--- src/rtl/bcd_pkg.sv ---
// bcd_pkg: shared state encoding and digit width for the iterative binary-to-BCD converter
package bcd_pkg;
    localparam int BCD_DIGIT_W = 4;
    typedef enum logic [1:0] {IDLE, SHIFT, DONE} state_t;
endpackage

--- src/rtl/bcd_add3.sv ---
// bcd_add3: double-dabble digit correction, adds 3 to a BCD digit that is 5 or more
// d: BCD digit before the shift; q: corrected digit
module bcd_add3
    import bcd_pkg::*;
(
    input  logic [BCD_DIGIT_W-1:0] d,
    output logic [BCD_DIGIT_W-1:0] q
);
    assign q = (d >= 4'd5) ? d + 4'd3 : d;
endmodule

--- src/rtl/bcd_iter.sv ---
// bcd_iter: iterative shift-and-add-3 binary to BCD converter with valid/ready handshakes
// clk, rst_n (async, active low); in_valid/in_ready/in_data operand side;
// out_valid/out_ready result side carrying out_bcd (ones digit in [3:0]), out_neg and out_ovf
module bcd_iter
    import bcd_pkg::*;
#(
    parameter int WIDTH  = 8,
    parameter int DIGITS = 3,
    parameter int SIGNED = 1
) (
    input  logic                          clk,
    input  logic                          rst_n,
    input  logic                          in_valid,
    output logic                          in_ready,
    input  logic [WIDTH-1:0]              in_data,
    output logic                          out_valid,
    input  logic                          out_ready,
    output logic [BCD_DIGIT_W*DIGITS-1:0] out_bcd,
    output logic                          out_neg,
    output logic                          out_ovf
);
    localparam int CW = $clog2(WIDTH + 1);
    localparam int BW = BCD_DIGIT_W * DIGITS;
    state_t          state;
    logic [WIDTH-1:0] mag;
    logic [BW-1:0]   dig;
    logic [BW-1:0]   adj;
    logic [CW-1:0]   cnt;
    logic            ovf;
    logic            neg;
    logic            in_neg;
    genvar i;
    for (i = 0; i < DIGITS; i++) begin : g_dig
        bcd_add3 u_add3 (
            .d(dig[i*BCD_DIGIT_W +: BCD_DIGIT_W]),
            .q(adj[i*BCD_DIGIT_W +: BCD_DIGIT_W])
        );
    end
    assign in_neg    = (SIGNED != 0) && in_data[WIDTH-1];
    assign in_ready  = (state == IDLE);
    assign out_valid = (state == DONE);
    // The counter runs WIDTH..1 for the shifts; the cycle at zero publishes the result,
    // giving out_valid WIDTH+1 edges after acceptance.
    always_ff @(posedge clk or negedge rst_n) begin
        if (!rst_n) begin
            state   <= IDLE;
            mag     <= '0;
            dig     <= '0;
            cnt     <= '0;
            ovf     <= 1'b0;
            neg     <= 1'b0;
            out_bcd <= '0;
            out_neg <= 1'b0;
            out_ovf <= 1'b0;
        end else begin
            case (state)
                IDLE: if (in_valid) begin
                    mag   <= in_neg ? WIDTH'(-in_data) : in_data;
                    neg   <= in_neg;
                    dig   <= '0;
                    ovf   <= 1'b0;
                    cnt   <= CW'(WIDTH);
                    state <= SHIFT;
                end
                SHIFT: if (cnt != '0) begin
                    // the bit leaving the top digit is worth 10^DIGITS, so dropping it keeps the result mod 10^DIGITS
                    dig <= {adj[BW-2:0], mag[WIDTH-1]};
                    mag <= {mag[WIDTH-2:0], 1'b0};
                    ovf <= ovf | adj[BW-1];
                    cnt <= cnt - 1'b1;
                end else begin
                    out_bcd <= dig;
                    out_neg <= neg;
                    out_ovf <= ovf;
                    state   <= DONE;
                end
                DONE: if (out_ready) state <= IDLE;
                default: state <= IDLE;
            endcase
        end
    end
endmodule
--- config.mk ---
export PLATFORM = sky130hd
export DESIGN_NAME = bcd_iter
export DESIGN_NICKNAME = d
export VERILOG_FILES = /design/src/rtl/bcd_pkg.sv /design/src/rtl/bcd_add3.sv /design/src/rtl/bcd_iter.sv
export SDC_FILE = /design/constraint.sdc
export NUM_CORES = 1
export LEC_CHECK = 0
export BUFFER_PORTS_ARGS = -buffer_cell sky130_fd_sc_hd__buf_2
export CAP_MARGIN = 20
export CORE_ASPECT_RATIO = 2
export CORE_MARGIN = 2
export CORE_UTILIZATION = 40
export CTS_CLUSTER_SIZE = 8
export DETAILED_ROUTE_END_ITERATION = 10
export GPL_ROUTABILITY_DRIVEN = 0
export PLACE_DENSITY = 0.57
export SLEW_MARGIN = 20
export SYNTH_ARGS = -nofsm -noshare
export SYNTH_HDL_FRONTEND = slang
export SYNTH_SLANG_ARGS = --single-unit
--- constraint.sdc ---
create_clock -name clk -period 2.1 [get_ports clk]
set_input_delay 0.105 -clock clk [delete_from_list [all_inputs] [get_ports clk]]
set_output_delay 0.105 -clock clk [all_outputs]
set_load 0.01 [all_outputs]
# == Word level (Yosys, flattened, before mapping) ==
# Cells that the tools add are included.
# totals
regBits,42
latch_bits,0
ramBits,0
rom_bits,0
in_bits,12
output_inout_bits,16
wordCells,52
memories,0
# classes
addsub,5
mul,0
n_div,0
magnitude_cmp,3
n_eq_ne,6
n_shift,0
muxes,20
bitwise,2
n_reduce_logical,7
# op_table
cell,count
two-way mux 12 bit,2
two-way mux 8 bit,3
case mux 12 bit (2 select lines),1
two-way mux 4 bit,5
case mux 8 bit (2 select lines),1
adder 4 x 2 -> 4 bit (second input constant),3
greater-or-equal comparator 4 x 3 -> 1 bit (second input constant),3
negator 8 bit,1
case mux 4 bit (2 select lines),1
two-way mux 2 bit,3
!= test 2 bit (second input constant),3
case mux 2 bit (3 select lines),1
AND reduction 3 bit,2
AND reduction 2 bit,2
nonzero test 4 bit,1
subtractor 4 x 1 -> 4 bit (second input constant),1
== test 2 x 1 -> 1 bit (second input constant),1
== test 2 bit (second input constant),1
zero test 2 bit,1
two-way mux 1 bit,2
!= test 2 x 1 -> 1 bit (second input constant),1
case mux 1 bit (2 select lines),1
nonzero test 2 bit,1
NOT 1 bit,1
bitwise OR 1 bit,1

# == Logic depth before layout (Yosys ltp) ==
# depth
ltp_word,5
mapped_depth,8
mapped_depth_nobuf,7

# == By module ==
# A second synthesis with hierarchy kept.
# unflattened
cells_unflattened,203
area_unflattened_um2,2200.9
# by_module_without_submodules
mod,n_inst,cells_per_inst,area_each_um2,seq_area_each_um2
bcd_iter,1,155,1896.8,1051.0
bcd_add3,3,16,101.3,0.0

# == Worst setup path before layout ==
# Ideal clock, no wire load.
# synth_timing
path_kind,flip-flop to flip-flop
startpoint,register cnt[0]
endpoint,register dig[11]
setup_time_ps,122
arrival_ps,1477
required_ps,1978
setup_slack_ps,502
stages_incl_launch_ff,8
n_path_buf,0
period_less_slack_ps,1598
cell_sequence,dfrtp_1 -> inv_1 -> ha_1 -> nor3b_2 -> a211o_4 -> inv_4 -> o31ai_1 -> a32o_1
# synth_via
elab_chain_len,3
# synth_lines
item,line,rtl
start: declaration,bcd_iter.sv:28,logic [CW-1:0] cnt;
start signal: assignment,bcd_iter.sv:62,cnt <= CW'(WIDTH);
start signal: assignment,bcd_iter.sv:70,cnt <= cnt - 1'b1;
nonzero test 4 bit,bcd_iter.sv:65,SHIFT: if (cnt != '0) begin
!= test 2 bit (no source line),-,
AND reduction 3 bit (no source line),-,
end signal: assignment,bcd_iter.sv:67,"dig <= {adj[BW-2:0], mag[WIDTH-1]};"
end: declaration,bcd_iter.sv:26,logic [BW-1:0] dig;
# No other way between the ends.
# A chain may end at the register's enable or synchronous reset.

# == Final worst setup path ==
# layout_timing
startpoint,register cnt[0]
endpoint,register dig[3]
# The elaborated chain is that of the path after synthesis.

==> out/qor.log <==
[critical_path] CP top delay family compound AO/OA/AOI/OAI gates
[cts] number of sinks handled by clock tree synthesis 42
[cts] clock root buffer clkbuf_8
[sta] setup repair after global routing missed its margin false
[outcome] result of the run completed
[global_routing] grt met3 use 3.739%
[global_routing] aggregate global-route resource usage 16.33%
[critical_path] standard cell with the maximum stage delay on the critical path dfrtp_1
[synth] Synth Area in Adders 5.325%
[synth] Synth async-reset ratio 100.0%
[sta] maximum clock rate 555.6 MHz
[cts] H-tree lvl count 2
[critical_path] maximum fanout count along the critical path 16
[power_and_ir_drop] static leakage 1.174 nW
[placed_design] I/O Buffers 27
[synth] Ys Warns 0
[synth] area share of xor/xnor cells in the synthesized design 4.556%
[placed_design] cell area after placement 2312 µm²
[floorplanning] Die X-Extent 55.41 µm
[synth] Avg Inst Size Synth 10.68 µm²
[critical_path] cells traversed along the worst timing path inv_1 -> ha_1 -> nor3b_2 -> a211o_4 -> inv_4 -> o31ai_1 -> a32o_1
[detailed_routing] total via count after detailed routing 1561
[detailed_routing] via/cell ratio 5.346
[cts] clock-pin slew on the worst setup and hold paths 0.08 ns
[sta] Min Clock Period, post-route 1.800 ns
[synth] sequential cell area fraction in the yosys report 49.70%
[synth] number of storage elements in the synthesis netlist 42
[layout] final net count 254
[synth] Post-Synthesis Cell Area 2115 µm²
[critical_path] Buf+Inv Stages, Crit Path 2
[floorplanning] floorplan core area 5139 µm²
[layout] footprint of the flip-flops and latches 1051 µm²
[worst_hold_path] type of the tightest min-delay check input port to register
[synth] compound-gate portion of the synthesized area 15.62%
[synth] number of synthesized flops with an enable pin 0
[detailed_routing] DRC Markers 0
[layout] number of inserted filler cells in the final layout 501
[floorplanning] vertical extent of the die 106.8 µm
[critical_path] required time of the worst setup path 2.29 ns
[sta] tightest slew margin relative to the limit 68.22%
[floorplanning] io pins 28
[critical_path] endpoint arrival time on the critical path 1.99 ns
[detailed_routing] number of search-and-repair iterations in the first detailed-routing pass 4
[layout] Area Growth Syn to Fin 14.62%
[sta] Fin Clk Skew 0.005777 ns
[global_routing] vias in the first global route 1593
[layout] Inserted Diodes 0
[sta] Tcrit/Tclk final 85.71%
[placed_design] placed cell count 282
[detailed_routing] routed wirelength normalized by instance count 14.64 µm
[global_routing] met1 global-route usage 16.97%
[layout] number of standard cells in the final layout excluding fillers 292
[layout] fraction of final layout cells sized beyond drive strength 1 23.50%
[synth] largest family of logic cells by synthesized area compound AO/OA/AOI/OAI gates
[power_and_ir_drop] Peak supply drop 651.7 µV
[sta] total count of max-transition violations in the final report 0
[layout] multi-input combinational cell area 960.9 µm²
[placed_design] pre-CTS setup slack 0.3003 ns
[sta] min setup slack post-route 0.3001 ns
[sta] transition time of the tightest slew-check pin 0.4647 ns
[cts] TritonCTS clock tree done
[detailed_routing] aggregate routed wire length 4274 µm
[job] max-cap viol count 0
[global_routing] antenna violations before repair 0
[global_routing] grt ovf 0
[cts] number of CTS-inserted buffers 5
[placed_design] HPWL after detailed placement 3235 µm
[synth] portion of netlist area occupied by mux cells 7.101%
[synth] syn_nets 219
[detailed_routing] count of routing violations after the opening detailed-route iteration 25
[global_routing] Most Crowded Layer GR met2
[critical_path] startpoint kind of the worst setup timing path register
[global_routing] met2 GRT Util 30.02%
[critical_path] type of the worst setup path register to register
[detailed_routing] residual antenna-violating net count after detailed routing 0
[sta] Setup violations, final 0
[cts] maximum root-to-sink buffer count 2
[power_and_ir_drop] Power Density 1463 nW/µm²
[sta] Final Hold Vio Count 0
[cts] cts repair resizes 0
[synth] simple-gate share of the synthesized area 12.84%
[critical_path] capturing element type of the critical path register
[floorplanning] Site Rows 37
[layout] share of the core filled with cells in the final layout 47.16%
[synth] Post-Synthesis Cells 198
[global_routing] first-pass GRT wire length 7541 µm
[cts] clock network latency to the later pin of the worst-skew pair 0.30 ns
[sta] setup TNS 0 ns
[global_routing] pin count of the biggest net entering global routing 22
[synth] number of distinct library cells after synthesis 39
[floorplanning] effective utilization at floorplan 41.15%
[layout] finished layout cell area 2424 µm²
[floorplanning] die footprint 5919 µm²
[synth] ys flop type dfrtp_1
[critical_path] Largest stage delay, worst path 0.40 ns
==> worst paths after layout <==
kind / from / end / slack, ns / cells after the start
max: cnt[0] / dig[3] / 0.30 / 7
min: in_data[0] / mag[0] / 0.10 / 3
max reg2reg: cnt[0] / dig[3] / 0.30 / 7
min reg2reg: out_bcd[9] / out_bcd[9] / 0.47 / 2
max in group asynchronous: rst_n / mag[6] / 1.50 / 3
min in group asynchronous: rst_n / out_neg / 0.15 / 2
==> cell families after synthesis <==
group                    count (synthesis)
AND/OR/NAND/NOR                         53
AO/OA/AOI/OAI                           49
flip-flops                              42
buffers and inverters                   20
multiplexers                            14
XOR/XNOR                                11
adder cells (fa/ha/maj)                  9
==> per-layer routing <==
layer,part of all wire [%],vias up,wire [µm]
li1,-,765,-
met1,39,762,1682
met2,55,24,2356
met3,2.9,10,122
met4,2.6,0,112
met5,0,-,0
==> state kept, by name (all words and copies together), names as in the netlist <==
name     cells
dig         12
out_bcd     12
mag          8
cnt          4
state        2
neg          1
out_neg      1
out_ovf      1
ovf          1
==> cell type report <==
| cell class | instances | share of cell area [%] |
|---|---|---|
| clock buffers | 7 | 3.562 |
| well taps | 58 | 2.994 |
| flip-flops and latches | 42 | 43.37 |
| multi-input cells | 136 | 39.65 |
| clock inverters | 1 | 0.2065 |
| repair buffers | 34 | 7.950 |
| inverters | 14 | 2.272 |
==> cell usage after synthesis (2+ instances only) <==
master	instances	area share, %
dfrtp_1	42	50
nand2_1	17	3.0
o21ai_0	16	3.8
inv_1	13	2.3
ha_1	9	5.3
nand2b_1	9	2.7
nor2_1	9	1.6
mux2_2	8	4.3
a21oi_1	7	1.7
mux2i_1	6	2.8
xor2_1	6	2.5
xnor2_1	5	2.1
nand3_1	4	0.95
nor3_1	4	0.95
o22ai_1	4	1.2
o31ai_1	4	1.4
a22o_1	3	1.2
a32o_1	3	1.4
o21ai_1	3	0.71
buf_2	2	0.47
buf_4	2	0.71
buf_6	2	1.1
nand2_2	2	0.59
o211ai_1	2	0.71
o32ai_1	2	0.83
==> cell usage in the layout, fill, tap and decap left out, types with 2 or more instances in the layout <==
master	Yosys	routed
a21oi_1	7	7
a22o_1	3	3
a32o_1	3	3
buf_2	2	27
buf_4	2	5
clkbuf_8	0	6
dfrtp_1	42	42
dlygate4sd3_1	0	2
ha_1	9	9
inv_1	13	13
mux2_2	8	8
mux2i_1	6	6
nand2_1	17	17
nand2_2	2	2
nand2b_1	9	9
nand3_1	4	4
nor2_1	9	9
nor3_1	4	4
o211ai_1	2	2
o21ai_0	16	16
o21ai_1	3	3
o22ai_1	4	4
o31ai_1	4	4
o32ai_1	2	2
xnor2_1	5	5
xor2_1	6	6
==> timing repair <==
item,CTS,global route
buffers inserted,0,0
hold buffers,2,0
hold endpoints to repair,43,0
==> worst reg2reg max path, cell delays in order, from the launching register on <==
cell and delay [ns]:
dfrtp_1 0.40, inv_1 0.08, ha_1 0.19, nor3b_2 0.18, a211o_4 0.39, inv_4 0.16
o31ai_1 0.09, a32o_1 0.21
==> power breakdown <==
part	switching [W]	internal (W)	leakage [nW]	total, W
registers	0.000233	0.00115	0.536	0.00139
clock network	0.000274	0.000265	0.0482	0.000540
logic	0.000892	0.000726	0.590	0.00162
==> stage by stage <==
step / hold WS [ns] / total power, W
2_1_floorplan: -0.1906 / 0.002616
3_3_place_gp: -0.08178 / 0.003025
5_1_grt: 0.1461 / 0.003864
4_1_cts: 0.1068 / 0.003606
3_5_place_dp: -0.08085 / 0.003056
6_report: 0.1049 / 0.003545
(Power assumes the default switching activity.)
